**config.mk**
```make
export PLATFORM = sky130hd
export DESIGN_NAME = ps2_kbd_rx
export DESIGN_NICKNAME = d
export VERILOG_FILES = /design/src/rtl/ps2_kbd_rx.sv
export SDC_FILE = /design/constraint.sdc
export NUM_CORES = 1
export LEC_CHECK = 0
export CAP_MARGIN = 20
export CORE_MARGIN = 2
export CORE_UTILIZATION = 58
export DETAILED_ROUTE_END_ITERATION = 8
export PLACE_DENSITY = 0.82
export SLEW_MARGIN = 0
export SYNTH_ARGS = -nofsm -noshare
export SYNTH_HDL_FRONTEND = slang
export SYNTH_SLANG_ARGS = --single-unit
export TNS_END_PERCENT = 20
```
**constraint.sdc**
```tcl
create_clock -name CLK12 -period 2.05 [get_ports CLK12]
set_input_delay 0.205 -clock CLK12 [delete_from_list [all_inputs] [get_ports CLK12]]
set_output_delay 0.205 -clock CLK12 [all_outputs]
set_load 0.05 [all_outputs]
```
**src/rtl/ps2_kbd_rx.sv**
```systemverilog
`default_nettype none
// ============================================================================
// Module   : ps2_kbd_rx
// Brief    : Receive-only PS/2 keyboard deserialiser with Set-2 prefix decoding
// Revision : 1.0 - initial release
// ============================================================================
module ps2_kbd_rx #(
  parameter int FILTER_LEN  = 8,
  parameter int TIMEOUT_CYC = 24000
) (
  input  logic       CLK12,
  input  logic       RESET,
  input  logic       PS2_CLK,
  input  logic       PS2_DATA,
  output logic       KEY_STROBE,
  output logic       KEY_PRESSED,
  output logic       KEY_EXTENDED,
  output logic [7:0] KEY_CODE,
  output logic       PARITY_ERR,
  output logic       FRAME_ERR
);

  localparam int c_FILT_W = $clog2(FILTER_LEN + 1);
  localparam int c_TOUT_W = $clog2(TIMEOUT_CYC);
  localparam logic [c_FILT_W-1:0] c_FLEN = c_FILT_W'(FILTER_LEN);
  localparam logic [c_TOUT_W-1:0] c_TMAX = c_TOUT_W'(TIMEOUT_CYC - 1);

  typedef enum logic [1:0] {
    S_IDLE   = 2'd0,
    S_DATA   = 2'd1,
    S_PARITY = 2'd2,
    S_STOP   = 2'd3
  } state_t;

  logic                r_clk_meta, r_clk_sync, r_dat_meta, r_dat_sync;
  logic                r_clk_filt;
  logic [c_FILT_W-1:0] r_filt_cnt;
  logic                r_sample;
  logic                r_bit;

  state_t              r_state, w_state_nxt;
  logic [2:0]          r_bitcnt, w_bitcnt_nxt;
  logic [7:0]          r_sr, w_sr_nxt;
  logic                r_par, w_par_nxt;
  logic [c_TOUT_W-1:0] r_tcnt, w_tcnt_nxt;
  logic                r_byte_valid, w_byte_valid_nxt;
  logic                w_perr_nxt, w_ferr_nxt;

  logic                r_ext, r_rel;
  logic [2:0]          r_skip;

  // Synchroniser and clock glitch filter; a filtered falling edge is one sample event
  always_ff @(posedge CLK12) begin
    if (RESET) begin
      r_clk_meta <= 1'b1;
      r_clk_sync <= 1'b1;
      r_dat_meta <= 1'b1;
      r_dat_sync <= 1'b1;
      r_clk_filt <= 1'b1;
      r_filt_cnt <= '0;
      r_sample   <= 1'b0;
      r_bit      <= 1'b1;
    end else begin
      r_clk_meta <= PS2_CLK;
      r_clk_sync <= r_clk_meta;
      r_dat_meta <= PS2_DATA;
      r_dat_sync <= r_dat_meta;
      r_sample   <= 1'b0;
      if (r_clk_sync == r_clk_filt) begin
        r_filt_cnt <= '0;
      end else if (r_filt_cnt == c_FLEN) begin
        r_clk_filt <= r_clk_sync;
        r_filt_cnt <= '0;
        r_sample   <= r_clk_filt;
        r_bit      <= r_dat_sync;
      end else begin
        r_filt_cnt <= r_filt_cnt + 1'b1;
      end
    end
  end

  always_ff @(posedge CLK12) begin
    if (RESET) begin
      r_state      <= S_IDLE;
      r_bitcnt     <= '0;
      r_sr         <= '0;
      r_par        <= 1'b0;
      r_tcnt       <= '0;
      r_byte_valid <= 1'b0;
      PARITY_ERR   <= 1'b0;
      FRAME_ERR    <= 1'b0;
    end else begin
      r_state      <= w_state_nxt;
      r_bitcnt     <= w_bitcnt_nxt;
      r_sr         <= w_sr_nxt;
      r_par        <= w_par_nxt;
      r_tcnt       <= w_tcnt_nxt;
      r_byte_valid <= w_byte_valid_nxt;
      PARITY_ERR   <= w_perr_nxt;
      FRAME_ERR    <= w_ferr_nxt;
    end
  end

  always_comb begin
    w_state_nxt      = r_state;
    w_bitcnt_nxt     = r_bitcnt;
    w_sr_nxt         = r_sr;
    w_par_nxt        = r_par;
    w_byte_valid_nxt = 1'b0;
    w_perr_nxt       = 1'b0;
    w_ferr_nxt       = 1'b0;
    w_tcnt_nxt       = r_sample ? '0 : ((r_tcnt == c_TMAX) ? r_tcnt : r_tcnt + 1'b1);

    case (r_state)
      S_IDLE: begin
        if (r_sample && !r_bit) begin
          w_state_nxt  = S_DATA;
          w_bitcnt_nxt = '0;
        end
      end
      S_DATA: begin
        if (r_sample) begin
          w_sr_nxt     = {r_bit, r_sr[7:1]};
          w_bitcnt_nxt = r_bitcnt + 1'b1;
          if (r_bitcnt == 3'd7) w_state_nxt = S_PARITY;
        end
      end
      S_PARITY: begin
        if (r_sample) begin
          w_par_nxt   = r_bit;
          w_state_nxt = S_STOP;
        end
      end
      S_STOP: begin
        if (r_sample) begin
          if (r_bit && (^{r_sr, r_par})) w_byte_valid_nxt = 1'b1;
          else                           w_perr_nxt       = 1'b1;
          w_state_nxt = S_IDLE;
        end
      end
      default: w_state_nxt = S_IDLE;
    endcase

    // A sample event in the same cycle keeps the frame alive
    if (!r_sample && (r_state != S_IDLE) && (r_tcnt == c_TMAX - 1'b1)) begin
      w_state_nxt = S_IDLE;
      w_ferr_nxt  = 1'b1;
    end
  end

  // Set-2 prefix layer; r_sr still holds the byte in the cycle after the stop bit
  always_ff @(posedge CLK12) begin
    if (RESET) begin
      KEY_STROBE   <= 1'b0;
      KEY_PRESSED  <= 1'b0;
      KEY_EXTENDED <= 1'b0;
      KEY_CODE     <= 8'h00;
      r_ext        <= 1'b0;
      r_rel        <= 1'b0;
      r_skip       <= '0;
    end else begin
      KEY_STROBE <= 1'b0;
      if (PARITY_ERR || FRAME_ERR) begin
        r_ext  <= 1'b0;
        r_rel  <= 1'b0;
        r_skip <= '0;
      end else if (r_byte_valid) begin
        if (r_skip != 3'd0) begin
          r_skip <= r_skip - 1'b1;
        end else begin
          case (r_sr)
            8'hE0: r_ext <= 1'b1;
            8'hF0: r_rel <= 1'b1;
            8'hE1: begin
              r_skip <= 3'd7;
              r_ext  <= 1'b0;
              r_rel  <= 1'b0;
            end
            8'h00, 8'hAA, 8'hEE, 8'hFA, 8'hFE, 8'hFF: begin
              r_ext <= 1'b0;
              r_rel <= 1'b0;
            end
            default: begin
              KEY_STROBE   <= 1'b1;
              KEY_CODE     <= r_sr;
              KEY_EXTENDED <= r_ext;
              KEY_PRESSED  <= ~r_rel;
              r_ext        <= 1'b0;
              r_rel        <= 1'b0;
            end
          endcase
        end
      end
    end
  end

endmodule
`default_nettype wire
```
# Yosys cells after proc, flatten, opt, wreduce, memory -nomap -nowiden
# Cells that the tools add are included.
[word_totals]
out_inout_bits = 13
word_cells = 107
regBits = 59
[op_classes]
n_addsub = 4
muxes = 17
bitwise = 11
eq_ne = 21
n_reduce_logical = 31
[ops]
columns = ["cell", "n"]
rows = [
  ["$eq A8 B8 Y1 const B", 8],
  ["$eq A15 B15 Y1 const B", 2],
  ["$add A15 B1 Y15 const B", 1],
  ["$mux W3", 4],
  ["$not A1 Y1", 11],
  ["$mux W2", 5],
  ["$ne A2 B2 Y1 const B", 5],
  ["$reduce_and A3 Y1", 3],
  ["$reduce_or A3 Y1", 3],
  ["$reduce_or A9 Y1", 1],
  ["$reduce_xor A9 Y1", 1],
  ["$logic_not A8 Y1", 1],
  ["$pmux W2 S4", 1],
  ["$reduce_and A2 Y1", 4],
  ["$pmux W3 S2", 1],
  ["$reduce_bool A2 Y1", 3],
  ["$reduce_or A2 Y1", 3],
  ["$reduce_and A5 Y1", 1],
  ["$add A4 B1 Y4 const B", 1],
  ["$eq A2 B2 Y1 const B", 2],
  ["$eq A4 B4 Y1 const B", 1],
  ["$logic_and A1 B1 Y1", 4],
  ["$mux W1", 4],
  ["$pmux W1 S2", 2],
  ["11 further kinds", 12],
]

# Longest topological paths before layout
[logic_depth]
depth_word = 4
mapped_depth = 9

# Least setup slack after synthesis
# OpenSTA, ideal clock, no wires.
[synth_timing]
kind = "reg2reg"
startpoint = "reg r_tcnt[1]"
endpoint = "reg r_tcnt[14]"
arrival_time_ps = 1607
path_stages_with_launch = 6
synth_period_minus_slack_ps = 1677
n_path_buf = 0
t_required_ps = 1980
slack_ps = 373
cell_sequence = "dfxtp_1 -> ha_1 -> nand2_4 -> or3_4 -> or3_1 -> a21oi_1"
[synth_between]
elab_chain_cells = 1
elab_cells_between_ends = 2
classes_between = "add/sub: 1; eq/ne: 1"
[synth_lines]
columns = ["item", "line", "text"]
rows = [
  ["start, declared", "45", "logic [c_TOUT_W-1:0] r_tcnt, w_tcnt_nxt;"],
  ["start signal, assigned", "97", "r_tcnt <= w_tcnt_nxt;"],
  ["$add A15 B1 Y15 or $eq A15 B15 Y1 (tied branches)", "112", "w_tcnt_nxt = r_sample ? '0 : ((r_tcnt == c_TMAX) ? r_tcnt : r_tcnt + 1'b1);"],
]
# Several ways; a longest one is shown, not always the timed one.
# A chain may end at the register's enable or synchronous reset.

# Worst setup path after layout
# Ends and elaborated chain as after synthesis.

==> results.yml <==
critical_path:
  crit_chain: "ha_1 > nand2_4 > or3_4 > or3_1 > a21oi_1"
  critPathArrivalTime_ns: 2.11
  end_kind: "flop"
  rr_startpoint: "r_tcnt[1]"
  startpoint: "r_tcnt[1]"
  critPathMaxStageDelay_ns: 0.45
  crit_required_ns: 2.33
  worstSetupPathType: "flop to flop"
  crit_fanout: 7
  rrSetupSlack_ns: 0.22
  cp-start-kind: "flop"
  critPathSlowestCell: "dfxtp_1"
routing:
  vias: 2078
  wirelength_mm: 4.72
  firstDrtPassIters: 4
  route.detailed.drc: 0
  wire_per_inst_um: 12.2
  vias_per_cell: 5.38
  drtAntennaViolNets: 0
  drtIter0Drc: 90
power:
  pwr-share-seq_pct: 45.2
  clkPwrFrac_pct: 52.6
  p_switching_w: 0.000488
  power_frac_comb_pct: 2.1
  p_per_area_mw_per_mm2: 797
  p_leak_nw: 1.20
  p_sw_share_pct: 19.0
  ir_worst_vdd_mv: 0.537
  finalPower_w: 0.00258
  power.internal_w: 0.00209
finish:
  antenna_cells: 0
  syn_to_final_growth_pct: 17.7
  fillers: 362
  layout-drive-gt1-share_pct: 12.0
  nets: 344
floorplan:
  io_pins: 17
  dieArea_mm2: 0.00530
  start_util_pct: 59.3
  die_h_um: 72.8
  rows: 25
  fp.dieW_um: 72.8
  coreArea_mm2: 0.00463
sta:
  finalSetupViolations: 0
  tightest_slew_ns: 0.510
  finalClockSkew_ns: 0.0121
  drv_slew: 0
  finalCritPeriodShare_pct: 89.4
  rsz0062_at_grt: "false"
  tns_ns: 0
  period_minus_slack_ns: 1.83
  max_slew_margin_pct: 65.9
  hold_viol: 0
  fmax_mhz: 546
grt:
  grtUsageTotal_pct: 20.9
  grt-ovfl-total: 0
  grt_pass1_vias: 1960
  grt_pass1_wl_mm: 8.44
  antenna_found_initial: 0
  grt_max_degree: 39
logic_synthesis:
  syn-instance-count: 308
  synthArstFlopShare_pct: 0
  synth_area_mm2: 0.00275
  yosys_register_bits: 59
  avgSynthCellArea_um2: 8.92
  synth_cell_type_count: 47
  synth_enable_flop_cells: 0
  ys_seq_area_share_pct: 43.0
  yosys_warnings: 0
  yosys_most_used_dff: "dfxtp_1"
  syn_nets: 325
cts:
  insertion_delay_ns: 0.34
  numCtsBuffers: 9
  h-tree-depth: 3
  post_cts_buffers: 0
  cts.clk_slew.worst_paths_ns: 0.07
  cts_tree: "yes"
  ctsRootBufferMaster: "clkbuf_8"
  cts_buffer_depth: 2
  cts.sinks: 59
  post_cts_resize_count: 0
  cts_hold_buf: 0
hold_path:
  hold_start: "r_dat_meta"
  hp-class: "flop to flop"
run:
  maxCapViolations: 0
placed_design:
  port-buffer-count: 16
  hpwl_mm: 3.23
  gp_congestion: 0.773
status:
  status: "finished clean"
registers in the layout, summed over array words and instances (netlist names), 2 cells and up:
name        flops
r_tcnt         15
KEY_CODE        8
r_sr            8
r_filt_cnt      4
r_bitcnt        3
r_skip          3
r_state         2
power groups by stage:
stage / Sequential [W] / Clock, W / Combinational, W
after floorplan: 0.00119 / 0 / 0.0000394
after global placement: 0.00119 / 0 / 0.0000539
after detailed placement: 0.00119 / 0 / 0.0000545
after CTS: 0.00117 / 0.00138 / 0.0000548
after global routing: 0.00117 / 0.00143 / 0.0000612
final: 0.00117 / 0.00136 / 0.0000541
per-stage QoR:
step | instance area, µm² | std cells | hold slack [ns] | worst slack (ns) | utilization (%)
3_5_place_dp | 2970 | 370 | 0.408 | 0.217 | 64.2
5_1_grt | 3230 | 386 | 0.439 | 0.0373 | 69.8
6_report | 3230 | 386 | 0.419 | 0.217 | 69.8
4_1_cts | 3230 | 386 | 0.421 | 0.219 | 69.8
3_3_place_gp | 2970 | 370 | 0.409 | 0.268 | 64.2
2_1_floorplan | 2750 | 308 | 0.309 | 0.373 | -
logic make-up (layout without fill, tap and decap cells):
group                      Yosys count  in the layout  synth area share (%)
adders and majority gates           13             13                  5.92
xor gates and xnor gates            18             18                  6.24
and+or+nand+nor                    142            142                  27.8
DFF                                 59             59                  43.0
AOI/OAI and AO/OA                   38             38                  8.93
buffers and inverters               26             50                  3.69
muxes                               12             12                  4.42
synth_stat cells, types with 2 or more instances:
cell type   n  share of area (%)
a22oi_1     2               0.55
ha_1       13                5.9
xor2_1      6                1.9
o211ai_2    2               0.91
nor2b_1     5                1.1
nor2_1     35                4.8
o21ai_0     7                1.3
or2_2       7                1.6
dfxtp_1    59                 43
nand2_1    23                3.1
nor3_1     10                1.8
clkbuf_1   10                1.4
a211o_1     2               0.64
or3_4       2               0.82
nand2b_1   20                4.6
mux2i_1    11                4.0
and3_1      3               0.68
or3_1       4               0.91
nand3_1    13                2.4
a21oi_1    16                2.9
xnor2_1    11                3.5
inv_1      13                1.8
and2_1      2               0.46
buf_2       3               0.55
a31oi_1     2               0.46
nand4_1     6                1.4
cell usage in the layout, fill, tap and decap left out, types with 10 or more instances in the layout:
cell / n
inv_1: 13
dfxtp_1: 59
xnor2_1: 11
nand3_1: 13
mux2i_1: 11
ha_1: 13
nand2_1: 23
clkbuf_8: 12
a21oi_1: 16
clkdlybuf4s50_1: 16
nor3_1: 10
nand2b_1: 20
nor2_1: 35
worst max-delay path, delay by kind of cell, from the launching register on:
family / cells / cell delay [ns]
flip-flops: 1 / 0.45
adder cells (fa/ha/maj): 1 / 0.34
AND/OR/NAND/NOR: 3 / 0.85
AO/OA/AOI/OAI: 1 / 0.13
metal layers:
metal / global-route usage [%] / share of wire (%) / routed length [µm] / vias up
met1: 24.2 / 47 / 2230 / 958
met4: 10.5 / 2.4 / 112 / 0
li1: - / - / - / 1084
met5: 0 / 0 / 0 / -
met3: 7.04 / 2.7 / 126 / 10
met2: 34.3 / 48 / 2250 / 26
worst paths after layout:
kind	end	cells past startpoint
hold / removal	r_dat_sync	1
hold reg to reg	r_dat_sync	1
setup reg to reg	r_tcnt[14]	5
setup / recovery	r_tcnt[14]	5
area by class of cell:
class	count	area, µm²	share of cell area (%)
Multi-Input combinational cell	223	1460	45.3
Sequential cell	59	1180	36.5
Timing Repair Buffer	21	210	6.50
Clock buffer	12	165	5.11
Clock inverter	4	95.1	2.94
Tap cell	54	67.6	2.09
Inverter	13	48.8	1.51
Note: power is estimated with default switching activity, not from simulation.
